**src/rtl/uart_cmd_tx.sv**
```systemverilog
// uart_cmd_tx: serialises 1..4 payload bytes of a latched command word as back-to-back 8N1 frames.
module uart_cmd_tx #(
  parameter int CLK_FREQ = 50_000_000,
  parameter int UART_BPS = 115200
) (
  input  logic        sys_clk,
  input  logic        sys_rst,
  input  logic        reg_f,
  input  logic [39:0] reg_d,
  output logic        busy,
  output logic        done,
  output logic        drop,
  output logic        tx_pin
);
  localparam int BAUD_DIV = CLK_FREQ / UART_BPS;
  localparam int BW = (BAUD_DIV > 2) ? $clog2(BAUD_DIV) : 1;
  typedef enum logic [1:0] {IDLE, START, DATA, STOP} state_e;
  state_e state_q, state_d;
  logic [BW-1:0] baud_q, baud_d;
  logic [2:0] bit_q, bit_d, byte_q, byte_d, n_q, n_d;
  logic [31:0] data_q, data_d;
  logic done_q, done_d, drop_q, drop_d;
  logic tick, ok;
  assign tick = baud_q == BW'(BAUD_DIV - 1);
  assign ok = reg_d[39:32] >= 8'd1 && reg_d[39:32] <= 8'd4;
  always_comb begin
    state_d = state_q;
    baud_d = (state_q == IDLE || tick) ? '0 : baud_q + 1'b1;
    bit_d = bit_q;
    byte_d = byte_q;
    n_d = n_q;
    data_d = data_q;
    done_d = 1'b0;
    drop_d = reg_f && (state_q != IDLE || !ok);
    unique case (state_q)
      IDLE: if (reg_f && ok) begin
        state_d = START;
        data_d = reg_d[31:0];
        n_d = reg_d[34:32];
        byte_d = '0;
      end
      START: if (tick) begin
        state_d = DATA;
        bit_d = '0;
      end
      DATA: if (tick) begin
        bit_d = bit_q + 3'd1;
        state_d = (bit_q == 3'd7) ? STOP : DATA;
      end
      STOP: if (tick) begin
        done_d = byte_q == n_q - 3'd1;
        state_d = done_d ? IDLE : START;
        byte_d = done_d ? byte_q : byte_q + 3'd1;
      end
      default: state_d = IDLE;
    endcase
  end
  always_ff @(posedge sys_clk) begin
    if (sys_rst) begin
      state_q <= IDLE;
      baud_q <= '0;
      bit_q <= '0;
      byte_q <= '0;
      n_q <= '0;
      data_q <= '0;
      done_q <= 1'b0;
      drop_q <= 1'b0;
    end else begin
      state_q <= state_d;
      baud_q <= baud_d;
      bit_q <= bit_d;
      byte_q <= byte_d;
      n_q <= n_d;
      data_q <= data_d;
      done_q <= done_d;
      drop_q <= drop_d;
    end
  end
  assign busy = state_q != IDLE;
  assign done = done_q;
  assign drop = drop_q;
  assign tx_pin = (state_q == START) ? 1'b0 : (state_q == DATA) ? data_q[{byte_q[1:0], bit_q}] : 1'b1;
endmodule

```
**config.mk**
```make
export PLATFORM = sky130hd
export DESIGN_NAME = uart_cmd_tx
export DESIGN_NICKNAME = d
export VERILOG_FILES = /design/src/rtl/uart_cmd_tx.sv
export SDC_FILE = /design/constraint.sdc
export NUM_CORES = 1
export LEC_CHECK = 0
export ABC_AREA = 1
export BUFFER_PORTS_ARGS = -buffer_cell sky130_fd_sc_hd__buf_2
export CORE_MARGIN = 5
export CORE_UTILIZATION = 45
export DETAILED_ROUTE_END_ITERATION = 10
export PLACE_DENSITY = 0.67
export SETUP_SLACK_MARGIN = 0.02
export SLEW_MARGIN = 10
export SYNTH_ARGS = -nofsm -noshare
export SYNTH_HDL_FRONTEND = slang
export SYNTH_SLANG_ARGS = --single-unit
```
**constraint.sdc**
```tcl
create_clock -name sys_clk -period 3.74 [get_ports sys_clk]
set_input_delay 1.122 -clock sys_clk [delete_from_list [all_inputs] [get_ports sys_clk]]
set_output_delay 1.122 -clock sys_clk [all_outputs]
set_load 0.02 [all_outputs]
```
Yosys cells after proc, flatten, opt, wreduce, memory -nomap -nowiden
Index checks and enable logic that the tools add are counted.
{ "totals": {"latchBits": 0, "wordCells": 62, "regBits": 54, "memories": 0, "ram_bits": 0, "rom_bits": 0} }
{ "op_classes": {"div": 0, "n_lt_le_gt_ge": 3, "eq_ne": 11, "addsub": 4, "n_reduce_logical": 16, "shift": 0, "n_mux": 18, "bitwise_logic": 2, "n_mul": 0} }
{ "op_table": {"columns": ["operator", "n"], "rows": [
  ["3-bit 2-to-1 mux", 5],
  ["3-bit one-hot mux with 2 select lines", 2],
  ["9-bit by 1-bit adder with 9-bit output (second input constant)", 1],
  ["9-bit == test (second input constant)", 1],
  ["8-bit by 1-bit >= comparator with 1-bit output (second input constant)", 1],
  ["8-bit by 3-bit less-or-equal comparator with 1-bit output (second input constant)", 1],
  ["2-bit 2-to-1 mux", 4],
  ["2-bit inequality test (second input constant)", 4],
  ["2-bit one-hot mux with 4 select lines", 1],
  ["4-bit AND reduction", 2],
  ["3-bit by 1-bit adder with 3-bit output (second input constant)", 2],
  ["5-bit by 6-bit < comparator with 1-bit output (second input constant)", 1],
  ["2-bit nonzero test", 3],
  ["1-bit binary-select mux with 5-bit select", 1],
  ["1-bit 2-to-1 mux", 5],
  ["2-bit == test (second input constant)", 2],
  ["3-bit == test", 1],
  ["3-bit == test (second input constant)", 1],
  ["1-bit logical AND", 3],
  ["3-bit AND reduction", 1],
  ["3-bit OR reduction", 1],
  ["3-bit by 1-bit subtractor with 3-bit output (second input constant)", 1],
  ["2-bit by 1-bit == test with 1-bit output (second input constant)", 1],
  ["2-bit zero test", 1],
  ["6 further kinds", 8]
]} }

Depth between registers and ports, before layout
{ "depth": {"ltp_word": 5, "mapped_depth": 14} }

Worst setup path after synthesis
No wires, ideal clock.
{ "synth_timing": {"path_type": "reg-to-output", "startpoint": "reg bit_q[0]", "endpoint": "out tx_pin", "required_ns": 2.618, "setup_slack_ns": 1.307, "path_buffers": 2, "stages_incl_launch_ff": 11, "arrival_time_ns": 1.311, "cell_sequence": "dfxtp_1 > buf_4 > clkbuf_1 > o211ai_1 > nand3_1 > nand3_1 > nand2_1 > nand2_1 > nand3_1 > nand2_1 > inv_1"} }
{ "synth_via": {"elab_chain_cells": 4} }
{ "synth_lines": {"columns": ["element", "line", "text"], "rows": [
  ["start: declaration", "20", "logic [2:0] bit_q, bit_d, byte_q, byte_d, n_q, n_d;"],
  ["start signal: assignment", "71", "bit_q <= bit_d;"],
  ["1-bit binary-select mux with 5-bit select", "82", "assign tx_pin = (state_q == START) ? 1'b0 : (state_q == DATA) ? data_q[{byte_q[1:0], bit_q}] : 1'b1;"],
  ["1-bit 2-to-1 mux (implied by the code)", "82", null],
  ["1-bit 2-to-1 mux (2 in a row)", "82", null],
  ["end: declaration", "13", "output logic tx_pin"]
]} }
No other way between the ends. The select of a mux whose other input is x is not followed.

Worst setup path in the final report
{ "layout_timing": {"startpoint": "reg bit_q[1]", "endpoint": "out tx_pin"} }
The elaborated chain is that of the path after synthesis.

==> summary.md <==
| Metric | Value |
|---|---|
| Status | finished, final reports clean |
| Critical Path Max Stage Delay | between 0.5 and 0.6 ns |
| Final setup TNS | 0 ns |
| Share of cells above drive strength 1 | 0.1565 |
| Final WL | 5.555 mm |
| Worst Path Arrival | ~1.8 ns |
| Post-synthesis register bit count | 54 |
| Post-synth EDFFs | 0 |
| CTS H-Tree Depth | 2 |
| Non-Filler Instances | 481 |
| Worst hold path depth | 2 |
| Critical path, cell by cell | inv_1 > nand3_1 > nand3_1 > nand3_1 > nand2_1 > nand2_1 > nand3_1 > nand2_1 > inv_1 > buf_2 |
| Max-slew violation count | 0 |
| CTS clk-pin slew, worst paths | 0.09 ns |
| Post-Place Cells | 474 |
| Number of distinct library cells after synthesis | 30 |
| CTS max path bufs | 2 |
| Total GRT Usage | 0.1519 |
| Final Wtd Congestion | 0.8173 |
| Syn Area/Cell | 7.121 um^2 |
| Hold_buf cts | 0 |
| WL/cell | about 12 um |
| Clk_lat worst skew | 0.30 ns |
| Skew final | 0.003888 ns |
| Die Height | 86.41 um |
| Hold Fails Final Rpt | 0 |
| RSZ-0062 raised after global routing | no |
| Grt peak-use layer | met2 |
| Peak supply drop | 0.0002511 V |
| Peak Freq | 338.8 MHz |
| # Post-CTS Setup Buffers | 0 |
| GRT met2 Usage | 0.2594 |
| CP dominant cell by count | nand3_1 |
| DR pass1 iterations | 4 |
| Endpoint class of the critical path | primary output |
| First-pass GRT wire length | between 9 and 10 mm |
| Leakage dissipation | ~0.0013 uW |
| Met3 Use GR | 0.03232 |
| Commonest non-fill, non-tap cells in the layout | nand2_1 (69), inv_1 (56), dfxtp_1 (54) |
| Root buf cell | clkbuf_8 |
| Cell Area, Synth | 2628 um^2 |
| Sequential area share after synthesis | 0.4114 |
| Worst path slowest cell | dfxtp_1 |
| WP data required | 2.62 ns |
| Number of global-route vias before repair | 2185 |
| Asr flop ratio synth | 0 |
| Yosys warnings | 0 |
| Die Area | 7467 um^2 |
| Largest net degree at the start of global routing | 70 |
| Worst hold margin | 0.4589 ns |
| Row count | 27 |
| Detail Route Antenna Nets | 0 |
| Via count | 2332 |
| Hold Path End | data_q[1] |
| R2r worst-path depth | 8 |
| Detail Placement HPWL | around 4 mm |
| Initial antenna violation count | 0 |
| DRC viols | 0 |
| Startpoint types | register |
| Fin crit period | between 2 and 3 ns |
| Slew Limit Headroom | 0.6221 |
| Slew @ Worst Pin | 0.5668 ns |
| Core area | 5574 um^2 |
| Reg-to-reg endpoint | data_q[28] |
| CTS tree | done |
| Area growth syn-to-layout | 14.05% |
| Final nets | approximately 460 |
| Crit-path max FO | 11 |
| FF-to-FF setup slack | approximately 1.9 ns |
| Syn Inst Count | 369 |
| Total grt overflow | 0 |
| I/O pin count | 47 |
| Initial Util | 0.4714 |
| Final Setup Violations | 0 |
| Post-cts sizing count | 0 |
| Hold path startpoint | data_q[1] |
| Most used DFF post-synth | dfxtp_1 |
| CTS sink count | 54 |
| Worst R2R Start | state_q[0] |
| Met1 Use GR | 0.1927 |
| Pwr Density | 395.4 nW/um^2 |
| Antenna fix cells | 0 |
| Vias/cell | 4.848 |
| Hold WC Path Type | register to register |
| Syn Nets | 422 |
| # Max-Cap Violations | 0 |
| Die width | ~86 um |
| Commonest non-fill, non-tap cell in the layout | nand2_1 |
| CP Class | register to primary output |
| Fin crit share | 0.7891 |
| PortBufs | 46 |
| Starting DRT DRC Count | 74 |
| CTS Buf Count | 5 |
## power breakdown
| group | total [uW] | internal, uW | switching [uW] |
|---|---|---|---|
| Combinational | 182 | 71.7 | 111 |
| Sequential | 612 | 592 | 19.9 |
| Clock | 391 | 214 | 177 |
## cell usage after synthesis, types with 2 or more instances
cell      number  area [um^2]
nor2_4         2        22.52
ha_1          10        125.1
nand3_1       43        215.2
o21ai_0       35        175.2
xnor2_1        2        17.52
nor3_1         2        10.01
nor3b_1        2        15.01
inv_1         56        210.2
buf_2          6        30.03
a21oi_1       44        220.2
xor2_1         3        26.28
nor2_1        18        67.56
dfxtp_1       54         1081
nand2_1       69        259.0
clkbuf_1       7        26.28
buf_6          2        22.52
## per-layer routing
metal | up-vias | wire, um
met2 | 33 | 2575
met5 | - | 0
met4 | 0 | 58
met3 | 4 | 234
li1 | 1261 | -
met1 | 1034 | 2686
## cell type report
cell class | count | area [um^2]
tap | 72 | 90.09
clock buffer | 6 | 82.58
timing repair buffer | 49 | 252.7
multi-input combinational | 242 | 1246
inverter | 57 | 214.0
clock inverter | 1 | 30.03
sequential | 54 | 1081
fill | 556 | 2577
## worst max-delay path, delay by kind of cell, from the launching register on
family / cells / cell delay, ns
flops: 1 / 0.55
buf+inv: 3 / 0.41
simple gates: 7 / 0.56
## flip-flops by register name, indices dropped and copies added (netlist names)
signal	count
n_q	3
state_q	2
data_q	32
bit_q	3
byte_q	3
done	1
drop	1
baud_q	9
## cell families (layout without fill, tap and decap cells)
kind of cell    after synthesis  count (layout)  synth area share
simple gates                143             143            0.2424
flops                        54              54            0.4114
xor+xnor                      5               5           0.01667
compound gates               84              84            0.1676
fa+ha+maj                    10              10           0.04762
buf+inv                      73             113            0.1143
## through the flow
| stage | total power [uW] | worst slack, ns | util | area (um^2) |
|---|---|---|---|---|
| floorplan | 749.6 | 1.307 | - | 2628 |
| global placement | 808.9 | 1.103 | 0.5174 | 2884 |
| detailed placement | 809.3 | 1.083 | 0.5174 | 2884 |
| CTS | 1201 | 0.7728 | 0.5376 | 2997 |
| global route | 1259 | 0.5821 | 0.5376 | 2997 |
| finish | 1185 | 0.7888 | 0.5376 | 2997 |
## how the worst max path moves through the flow
stage / start / endpoint / slack [ns]
floorplan: bit_q[0] / tx_pin / 1.31
global placement: reg_d[32] / data_q[30] / 1.10
detailed placement: reg_d[32] / data_q[30] / 1.08
CTS: bit_q[1] / tx_pin / 0.77
global route: bit_q[1] / tx_pin / 0.58
finish: bit_q[1] / tx_pin / 0.79
No activity file was read; power rests on OpenSTA's default activity.
